## config.mk

```make
export PLATFORM = sky130hd
export DESIGN_NAME = game_state_tx
export DESIGN_NICKNAME = d
export VERILOG_FILES = /design/src/rtl/game_state_tx.sv
export SDC_FILE = /design/constraint.sdc
export NUM_CORES = 1
export LEC_CHECK = 0
export CAP_MARGIN = 20
export CORE_MARGIN = 4
export CORE_UTILIZATION = 56
export DETAILED_ROUTE_END_ITERATION = 16
export GPL_TIMING_DRIVEN = 0
export PLACE_DENSITY = 0.8
export SYNTH_ARGS = -nofsm -noshare
export SYNTH_HDL_FRONTEND = slang
export SYNTH_SLANG_ARGS = --single-unit
export TNS_END_PERCENT = 30
```

## constraint.sdc

```tcl
create_clock -name clk -period 2.37 [get_ports clk]
set_clock_uncertainty 0.2 [all_clocks]
set_input_delay 0.474 -clock clk [delete_from_list [all_inputs] [get_ports clk]]
set_output_delay 0.474 -clock clk [all_outputs]
set_load 0.005 [all_outputs]
```

## src/rtl/game_state_tx.sv

```systemverilog
// game_state_tx: UART 8N1 transmitter for a 4-byte game-state snapshot.
// Frame: 0xA5 header, packed lives/door/position byte, position/time_up byte,
// then an XOR checksum of the first three bytes. Bytes go out back-to-back,
// LSB first, each wrapped in a start bit (0) and a stop bit (1).
module game_state_tx #(
    parameter int CLKS_PER_BIT = 434
) (
    input  logic       clk,
    input  logic       reset,
    input  logic       send,
    input  logic [1:0] p1_lives,
    input  logic [1:0] p2_lives,
    input  logic [1:0] correct_door,
    input  logic [1:0] player_1_pos,
    input  logic [1:0] player_2_pos,
    input  logic       time_up,
    output logic       serial_out,
    output logic       busy,
    output logic       frame_done
);

    localparam int CW = (CLKS_PER_BIT > 1) ? $clog2(CLKS_PER_BIT) : 1;
    localparam logic [CW-1:0] BAUD_LAST = CW'(CLKS_PER_BIT - 1);
    localparam logic [7:0]    HEADER    = 8'hA5;

    typedef enum logic [1:0] {
        IDLE  = 2'd0,
        START = 2'd1,
        DATA  = 2'd2,
        STOP  = 2'd3
    } state_t;

    state_t          state_reg,  state_next;
    logic [CW-1:0]   baud_reg,   baud_next;
    logic [2:0]      bit_reg,    bit_next;
    logic [1:0]      byte_reg,   byte_next;
    logic [10:0]     snap_reg,   snap_next;
    logic            serial_reg, serial_next;
    logic            busy_reg,   busy_next;
    logic            done_reg,   done_next;

    logic            baud_wrap;
    logic [7:0]      byte_1;
    logic [7:0]      byte_2;
    logic [7:0]      byte_3;
    logic [7:0]      cur_byte;
    logic [2:0]      bit_inc;

    // Payload bytes come straight from the snapshot so the line never sees live inputs.
    assign byte_1 = snap_reg[10:3];
    assign byte_2 = {snap_reg[2:0], 5'b00000};

    // Checksum is a bitwise XOR of header and both payload bytes.
    generate
        for (genvar gi = 0; gi < 8; gi++) begin : g_checksum
            assign byte_3[gi] = HEADER[gi] ^ byte_1[gi] ^ byte_2[gi];
        end
    endgenerate

    assign baud_wrap = (baud_reg == BAUD_LAST);
    assign bit_inc   = bit_reg + 3'd1;

    // Select the byte currently on the wire.
    always_comb begin
        cur_byte = HEADER;
        case (byte_reg)
            2'd0:    cur_byte = HEADER;
            2'd1:    cur_byte = byte_1;
            2'd2:    cur_byte = byte_2;
            default: cur_byte = byte_3;
        endcase
    end

    // Next-state logic: counters advance each cycle, bit transitions only on baud wrap.
    always_comb begin
        state_next  = state_reg;
        baud_next   = baud_reg;
        bit_next    = bit_reg;
        byte_next   = byte_reg;
        snap_next   = snap_reg;
        serial_next = serial_reg;
        busy_next   = busy_reg;
        done_next   = 1'b0;

        if (state_reg != IDLE) begin
            baud_next = baud_wrap ? '0 : baud_reg + CW'(1);
        end

        case (state_reg)
            IDLE: begin
                serial_next = 1'b1;
                busy_next   = 1'b0;
                if (send && !busy_reg) begin
                    snap_next   = {p1_lives, p2_lives, correct_door, player_1_pos,
                                   player_2_pos, time_up};
                    state_next  = START;
                    baud_next   = '0;
                    bit_next    = 3'd0;
                    byte_next   = 2'd0;
                    serial_next = 1'b0;
                    busy_next   = 1'b1;
                end
            end
            START: begin
                if (baud_wrap) begin
                    state_next  = DATA;
                    bit_next    = 3'd0;
                    serial_next = cur_byte[0];
                end
            end
            DATA: begin
                if (baud_wrap) begin
                    if (bit_reg == 3'd7) begin
                        state_next  = STOP;
                        serial_next = 1'b1;
                    end else begin
                        bit_next    = bit_inc;
                        serial_next = cur_byte[bit_inc];
                    end
                end
            end
            STOP: begin
                if (baud_wrap) begin
                    if (byte_reg == 2'd3) begin
                        state_next  = IDLE;
                        serial_next = 1'b1;
                        busy_next   = 1'b0;
                        done_next   = 1'b1;
                    end else begin
                        state_next  = START;
                        byte_next   = byte_reg + 2'd1;
                        serial_next = 1'b0;
                    end
                end
            end
            default: begin
                state_next  = IDLE;
                serial_next = 1'b1;
                busy_next   = 1'b0;
            end
        endcase
    end

    // State and output registers; reset abandons any frame and idles the line high.
    always_ff @(posedge clk) begin
        if (reset) begin
            state_reg  <= IDLE;
            baud_reg   <= '0;
            bit_reg    <= 3'd0;
            byte_reg   <= 2'd0;
            snap_reg   <= '0;
            serial_reg <= 1'b1;
            busy_reg   <= 1'b0;
            done_reg   <= 1'b0;
        end else begin
            state_reg  <= state_next;
            baud_reg   <= baud_next;
            bit_reg    <= bit_next;
            byte_reg   <= byte_next;
            snap_reg   <= snap_next;
            serial_reg <= serial_next;
            busy_reg   <= busy_next;
            done_reg   <= done_next;
        end
    end

    assign serial_out = serial_reg;
    assign busy       = busy_reg;
    assign frame_done = done_reg;

endmodule

```

* Word-level counts from Yosys, hierarchy flattened
Cells that the tools add are included.
** Cells by class
- Add/sub/neg operators :: 3
- Order comparisons :: 1
- Equal/unequal tests :: 16
- Muxes and demuxes :: 34
- Bitwise logic cells :: 9
- Reductions and logical operators :: 14
** Operator list (count)
- 2-to-1 mux 9 bit :: 4
- one-hot mux 8 bit (3 select lines) :: 1
- 2-to-1 mux 2 bit :: 8
- inequality test 2 bit, second input constant :: 8
- 2-to-1 mux 3 bit :: 4
- 2-to-1 mux 1 bit :: 11
- AND reduction 5 bit :: 2
- adder 9 x 1 -> 9 bit, second input constant :: 1
- == test 9 bit, second input constant :: 1
- one-hot mux 3 bit (3 select lines) :: 1
- == test 2 bit, second input constant :: 4
- one-hot mux 2 bit (4 select lines) :: 1
- NOT 1 bit :: 6
- AND reduction 3 bit :: 2
- == test 2 x 1 -> 1 bit, second input constant :: 2
- zero test 2 bit :: 2
- less-than comparator 3 x 4 -> 1 bit, second input constant :: 1
- one-hot mux 1 bit (4 select lines) :: 1
- one-hot mux 2 bit (2 select lines) :: 1
- AND reduction 4 bit :: 1
- nonzero test 2 bit :: 2
- adder 3 x 1 -> 3 bit, second input constant :: 1
- binary-select mux 1 bit (select 3 bit) :: 1
- == test 3 bit, second input constant :: 1
- other kinds (8) :: 10
** Storage, ports and cells
- Register bits after elaboration :: 30
- Output and inout port bits :: 3
- Word-level logic and storage cells :: 85

* Logic depth before layout (Yosys ltp)
Gate-level depths: netlist of the first run.
- Depth in word-level cells :: 8
- Mapped depth :: 8
- Gate-level depth less buffers :: 7

* Worst setup path after synthesis of the first run
Ideal clock, no wire load.
- Kind :: flip-flop to flip-flop
- Start point :: reg state_reg[0]
- End point :: reg snap_reg[1]
- Data arrival time :: 1658 ps
- Data required time :: 2042 ps
- Setup slack :: 385 ps
- Cell stages (with the launch flop) :: 9
- Clock period less this slack :: 1985 ps
- Cells stage by stage :: dfxtp_1 inv_1 ha_1 clkbuf_1 inv_1 or2_2 buf_2 mux2i_1 nor2_1
** Between the ends
- Word-level cells in the longest chain between the ends :: 2
** RTL lines
- start, declared :: line 33 : state_t state_reg, state_next;
- start signal, assigned :: line 156 : state_reg <= state_next;
- zero test 2 bit :: line 89 : case (state_reg)
- AND reduction 2 bit (no line)
- end signal, assigned :: line 160 : snap_reg <= snap_next;
- end, declared :: line 37 : logic [10:0] snap_reg, snap_next;
Every way passes these cells.
A chain may end at the register's enable or synchronous reset.

* Final worst setup path of the first run
- Start point :: reg byte_reg[0]
- End point :: reg serial_reg, in the netlist serial_out
** Between the ends
- Word-level cells in the longest chain between the ends :: 7
** RTL lines
- start, declared :: line 36 : logic [1:0] byte_reg, byte_next;
- start signal, assigned :: line 159 : byte_reg <= byte_next;
- == test 2 bit, or another cell as far along :: line 66 : case (byte_reg)
- one-hot mux 8 bit (3 select lines) :: line 66
- binary-select mux 1 bit (select 3 bit) :: line 118 : serial_next = cur_byte[bit_inc];
- 2-to-1 mux 1 bit (implied by the code) :: line 118
- 2-to-1 mux 1 bit :: line 113 : if (bit_reg == 3'd7) begin
- 2-to-1 mux 1 bit :: line 112 : if (baud_wrap) begin
- one-hot mux 1 bit (4 select lines) * :: line 89
- end signal, assigned :: line 161 : serial_reg <= serial_next;
- end, declared :: line 38 : logic serial_reg, serial_next;
Mark *: on every way between the ends. The rest lies on a longest branch, timed or not. The select of a mux whose other input is x is not followed.

==> flow_summary.ini, run 1 <==
[detailed_routing]
topRoutingLayerUsed = met4
routed_wire_length_on_met2_mm = 2.069
vias_per_cell = 6.022
drt_iter0_drc = 100
wl_mm = 4.178
routed-wl-met3_microns = 281
drt_pre_antenna_iters = 5
routedLengthMet1_mm = 1.746
detail_route.drc_violations = 0
routed-via-count = 1638
post_drt_wl_per_cell_microns = 15.36
ant_nets = 0

[sta]
final_hold_viol_count = 0
tightest_slew_ns = 0.4514
setup_viol = 0
period_share_pct = 95.18
final.min_clock_period_ns = 2.256
rsz0062_at_grt = no
report.final.slew_viol_count = 0
remaining_max_slew_budget_at_the_tightest_pin_pct = 69.91
maxClockFrequency_mhz = 443.3

[floorplanning]
die_h_microns = 63.85
floorplan.die_area_sq_um = 4077
rows = 20
design.portCount = 17
floorplan.core_area_sq_um = 3028
initial_utilization_pct = 57.69
die_w_microns = 63.85

[logic_synthesis]
synthesis.instances = 204
netlist-cell-type-count = 49
synth_area_sq_um = 1747
synth_edf_count = 0
postSynthAreaPerCell_sq_um = 8.562
synthArstFlopShare_pct = 0
ys_seq_area_share_pct = 34.38
ys_ff_latch = 30
synth_top_area_cell = sky130_fd_sc_hd__dfxtp_1
mappedNetlistNets = 230
postSynth.topFlopCell = sky130_fd_sc_hd__dfxtp_1
yosys-top-cells-area = sky130_fd_sc_hd__dfxtp_1 (34%), sky130_fd_sc_hd__ha_1 (8.6%), sky130_fd_sc_hd__mux2i_1 (7.4%)
yosys_warnings = 0
synth_top_cell_area_share_pct = 34.38

[hold_path]
min-delay-path-class = reg -> reg

[cts]
htreeDepth = 2
worst_skew_pair.late_latency_ns = 0.33
root_buffer = sky130_fd_sc_hd__clkbuf_4
cts.sink_count = 30
tritoncts.num_buffers = 5
tritoncts_clock_tree = done
clkTransAtPathRegs_ns = 0.09
cts_post_setup_buffers_inserted = 0
cts_buffer_depth = 2

[worst_setup_path]
cp_max_fo = 10
worst_ep_arrival_time_ns = 2.31
cp-end-kind = register
criticalPathCategory = reg -> reg
kind_of_start_point_of_the_critical_path = register
required_ns = 2.43

[power]
ir_drop_v = 0.0004434
post-layout-total-power_uw = 1695
static-leakage-power_uw = 0.0008154
pwr-share-comb_pct = 43.2
power.sequential.fraction_pct = 38.0
swShare_pct = 38.77
clock_power_share_pct = 18.8
switchingPower_uw = 657.3
power-per-cell-area_nw_per_um2 = 838.0
cellInternalPower_uw = 1038

[layout]
drive_gt1_share_pct = 9.211
antenna_cells = 0
syn2layout_area_growth_pct = 15.83
layout.cells.most_common = sky130_fd_sc_hd__dfxtp_1
nFillCells = 268
nets = 253
layout_common_cells = sky130_fd_sc_hd__dfxtp_1 (30), sky130_fd_sc_hd__nor2_1 (24), sky130_fd_sc_hd__clkdlybuf4s50_1 (16), sky130_fd_sc_hd__a21oi_1 (15), sky130_fd_sc_hd__nand2_1 (14)
largest_register_ff_count = 11
utilization_pct = 66.82

[global_route]
antenna_found_initial = 0
grt_start_max_net_pins = 11
grtUsageTotal_pct = 22.30
first_pass_grt_wire_length_mm = 7.182
overflow = 0
grt_pass1_vias = 1595

[run_status]
status = finished, final reports clean

[place]
place.port_buffers = 16
detailed_place_hpwl_mm = 3.108
gpl.final_weighted_congestion = 0.8201

[job]
number_of_maximum_capacitance_constraint_violations = 0
-- per-stage QoR --
step / std cells / TNS, ns / worst slack [ns] / cell area, sq um / hold slack, ns
2_1_floorplan: 204 / 0 / 0.3847 / 1747 / 0.2577
3_3_place_gp: 264 / -0.04686 / -0.04686 / 1962 / 0.2772
3_5_place_dp: 264 / -0.2022 / -0.1424 / 1962 / 0.2878
4_1_cts: 272 / 0 / 0.01203 / 2022 / 0.3015
5_1_grt: 272 / 0 / 0.01742 / 2023 / 0.3486
6_report: 272 / 0 / 0.1142 / 2023 / 0.3022
-- routing by layer --
layer	up-vias	track usage, %
met5	-	0
met4	0	9.164
met3	15	7.030
met2	68	39.35
met1	771	24.43
li1	784	-
-- final timing paths --
kind                     from           to  slack [ns]  cells past startpoint
setup / recovery  byte_reg[0]   serial_out        0.11                      7
hold / removal    baud_reg[8]  baud_reg[8]        0.30                      2
setup reg to reg  byte_reg[0]   serial_out        0.11                      7
hold reg to reg   baud_reg[8]  baud_reg[8]        0.30                      2
-- cells in the mapped netlist (all sizes together) (3+ instances only) --
cell	n
dfxtp	30
nor2	24
a21oi	15
nand2	15
mux2i	13
ha	12
inv	9
nand3	9
o21ai	8
clkbuf	5
a31oi	4
nand2b	4
a211oi	3
and2	3
buf	3
nor2b	3
or3	3
-- kinds of logic (layout without fill, tap and decap cells) --
logic type / count (synthesis) / count (layout) / synth area share, %
XOR/XNOR: 2 / 2 / 1.003
adder cells (fa/ha/maj): 12 / 12 / 8.596
AO/OA/AOI/OAI: 52 / 52 / 20.13
buffers and inverters: 18 / 42 / 5.300
multiplexers: 14 / 14 / 8.094
flip-flops: 30 / 30 / 34.38
AND/OR/NAND/NOR: 76 / 76 / 22.49
-- critical path: stages (launching register included) --
cell	delay (ns)
sky130_fd_sc_hd__dfxtp_1	0.39
sky130_fd_sc_hd__ha_1	0.30
sky130_fd_sc_hd__clkbuf_1	0.40
sky130_fd_sc_hd__a211oi_1	0.10
sky130_fd_sc_hd__a221o_1	0.37
sky130_fd_sc_hd__a21oi_1	0.16
sky130_fd_sc_hd__o21ai_0	0.11
sky130_fd_sc_hd__a22oi_1	0.15
-- cell type report --
type / count / area, sq um / share of cell area (%)
Buffer: 9 / 60.06 / 2.968
Clock buffer: 7 / 55.05 / 2.721
Clock inverter: 1 / 5.005 / 0.2474
Inverter: 9 / 33.78 / 1.670
Multi-Input combinational cell: 156 / 1054 / 52.07
Sequential cell: 30 / 600.6 / 29.68
Tap cell: 44 / 55.05 / 2.721
Timing Repair Buffer: 16 / 160.2 / 7.916
-- what timing repair did --
action	CTS	global route
resized for setup	0	2
hold buffers	0	0
endpoints found under the setup margin	0	10
-- power groups by stage --
| stage | Sequential (uW) | Clock [uW] | Combinational, uW |
|---|---|---|---|
| final | 644 | 319 | 733 |
| after global placement | 647 | 0 | 681 |
| after floorplan | 638 | 0 | 541 |
| after global routing | 656 | 368 | 807 |
| after detailed placement | 653 | 0 | 715 |
| after CTS | 642 | 331 | 723 |
(Power assumes the default switching activity.)
==> run 2: changes to the inputs <==
--- a/config.mk
+++ b/config.mk
@@ -5,9 +5,11 @@
 export SDC_FILE = /design/constraint.sdc
 export NUM_CORES = 1
 export LEC_CHECK = 0
+export ABC_AREA = 1
 export CAP_MARGIN = 20
 export CORE_MARGIN = 4
 export CORE_UTILIZATION = 56
+export CTS_BUF_LIST = sky130_fd_sc_hd__clkbuf_16
 export DETAILED_ROUTE_END_ITERATION = 16
 export GPL_TIMING_DRIVEN = 0
 export PLACE_DENSITY = 0.8
==> flow_summary.ini, run 2 <==
[cts]
cts_buffer_depth = 2
worst_skew_pair.late_latency_ns = 0.28
cts_post_setup_buffers_inserted = 0
clkTransAtPathRegs_ns = 0.05
tritoncts_clock_tree = done
tritoncts.num_buffers = 5
cts.sink_count = 30
htreeDepth = 2
root_buffer = sky130_fd_sc_hd__clkbuf_16
ctsHoldBuffers = 0
cts_resized = 0

[logic_synthesis]
synth_edf_count = 0
postSynthAreaPerCell_sq_um = 6.862
synth_most_common_cell = sky130_fd_sc_hd__nand2_1
ys_seq_area_share_pct = 33.66
synth_area_sq_um = 1784
netlist-cell-type-count = 31
synthesis.instances = 260
synth_commonest_cells = sky130_fd_sc_hd__nand2_1 (63), sky130_fd_sc_hd__inv_1 (31), sky130_fd_sc_hd__dfxtp_1 (30)
postSynth.topFlopCell = sky130_fd_sc_hd__dfxtp_1
synthArstFlopShare_pct = 0
ys_ff_latch = 30
yosys-top-cells-area = sky130_fd_sc_hd__dfxtp_1 (34%), sky130_fd_sc_hd__nand2_1 (13%), sky130_fd_sc_hd__ha_1 (8.4%)
synth_top_area_cell = sky130_fd_sc_hd__dfxtp_1
yosys_warnings = 0
synth_top_cell_area_share_pct = 33.66
mappedNetlistNets = 286

[layout]
nets = 309
layout_common_cells = sky130_fd_sc_hd__nand2_1 (63), sky130_fd_sc_hd__inv_1 (31), sky130_fd_sc_hd__dfxtp_1 (30), sky130_fd_sc_hd__nand3_1 (29), sky130_fd_sc_hd__a21oi_1 (28)
layout.cells.most_common = sky130_fd_sc_hd__nand2_1
antenna_cells = 0
largest_register_ff_count = 11
syn2layout_area_growth_pct = 19.71
drive_gt1_share_pct = 8.803
nFillCells = 277

[power]
static-leakage-power_uw = 0.0009285
power-per-cell-area_nw_per_um2 = 1219
ir_drop_v = 0.0006298

[worst_setup_path]
worst-r2r-setup-slack_ns = 0.44
timing.rr.end = bit_reg[1]
criticalPathCategory = in -> reg
critical_register_to_register_path_startpoint = state_reg[0]
kind_of_start_point_of_the_critical_path = primary input
required_ns = 2.31
setup.worst_path.start = send
cp-end-kind = register
cp_max_fo = 10
timing.reg2reg.worst_path_depth = 9
worst_ep_arrival_time_ns = 1.88

[global_route]
first_pass_grt_wire_length_mm = 7.327
antenna_found_initial = 0
grt_start_max_net_pins = 11
grtUsageTotal_pct = 22.80
grt_pass1_vias = 1669
overflow = 0

[place]
post-place-ws_ns = 0.1501
detailed_place_hpwl_mm = 2.906
place.port_buffers = 16
gpl.final_weighted_congestion = 0.8466

[sta]
period_share_pct = 81.77
setup_ws_ns = 0.4321
rsz0062_at_grt = no
final_hold_viol_count = 0
maxClockFrequency_mhz = 516.0
setup_total_negative_slack_ns = 0
setup_viol = 0
final.min_clock_period_ns = 1.938
timing.hold.ws_ns = 0.2588
report.final.slew_viol_count = 0
remaining_max_slew_budget_at_the_tightest_pin_pct = 66.75
tightest_slew_ns = 0.4987

[detailed_routing]
drt_pre_antenna_iters = 4
wl_mm = 4.164
vias_per_cell = 5.262
ant_nets = 0
drt_iter0_drc = 134
routed-via-count = 1726
detail_route.drc_violations = 0
post_drt_wl_per_cell_microns = 12.70

[floorplanning]
floorplan.die_area_sq_um = 4153
design.portCount = 17
floorplan.core_area_sq_um = 3053
die_w_microns = 64.45
die_h_microns = 64.45
rows = 20
initial_utilization_pct = 58.44

[run_status]
status = finished, final reports clean

[hold_path]
hold_path_depth = 2
min-delay-path-class = reg -> reg
min_from = snap_reg[4]
end_point_of_the_worst_hold_path = snap_reg[4]

[job]
number_of_maximum_capacitance_constraint_violations = 0
## run 2: cell count changes after synthesis, sizes merged, moves of 4 or more
| cell | delta |
|---|---|
| a21oi | +13 |
| a31oi | -4 |
| inv | +24 |
| mux2i | -13 |
| nand2 | +52 |
| nand2b | -4 |
| nand3 | +22 |
| nor2 | -5 |
| o21ai | +6 |
## run 2: area by class of cell
class / instances / area (sq um) / share of cell area [%]
clock buffer: 5 / 125.1 / 5.858
sequential: 30 / 600.6 / 28.12
tap: 44 / 55.05 / 2.578
buffer: 6 / 28.78 / 1.347
clock inverter: 3 / 11.26 / 0.5272
multi-input combinational: 189 / 1023 / 47.92
inverter: 35 / 131.4 / 6.151
timing repair buffer: 16 / 160.2 / 7.499
## run 2: how the worst max path moves through the flow
stage	endpoint	slack, ns
global route	bit_reg[0]	0.25
detailed placement	snap_reg[6]	0.15
global placement	snap_reg[7]	0.15
finish	snap_reg[7]	0.43
CTS	snap_reg[6]	0.45
floorplan	bit_reg[0]	0.68
## run 2: per-layer routing
layer	global-route usage, %	up-vias	wire, microns
met3	7.626	16	271
met4	13.19	0	131
met5	0	-	0
li1	-	897	-
met1	25.97	753	1855
met2	37.11	60	1905
## run 2: power breakdown
| part | switching [uW] | internal (uW) |
|---|---|---|
| logic | 801 | 460 |
| clock network | 221 | 377 |
| registers | 108 | 636 |
| total | 1130 | 1470 |
## run 2: worst max-delay path, stage by stage
cell and delay (ns):
sky130_fd_sc_hd__clkdlybuf4s50_1 0.45, sky130_fd_sc_hd__inv_1 0.06, sky130_fd_sc_hd__nor2_4 0.18, sky130_fd_sc_hd__nand2_1 0.29, sky130_fd_sc_hd__buf_2 0.29, sky130_fd_sc_hd__nand2_1 0.08, sky130_fd_sc_hd__a21oi_1 0.06
## run 2: cell families after synthesis
| kind of cell | synth area share (%) |
|---|---|
| adder cells (fa/ha/maj) | 8.415 |
| buffers and inverters | 8.976 |
| AND/OR/NAND/NOR | 34.08 |
| AO/OA/AOI/OAI | 14.87 |
| flip-flops | 33.66 |
## run 2: per-stage QoR
step                      power (uW)  instance area (sq um)  cells  utilization [%]
after floorplan                 1683                   1784    260                -
after global placement          1963                   1999    320            65.49
after detailed placement        1980                   1999    320            65.49
after CTS                       2603                   2136    328            69.96
after global routing            2846                   2136    328            69.96
final                           2603                   2136    328            69.96
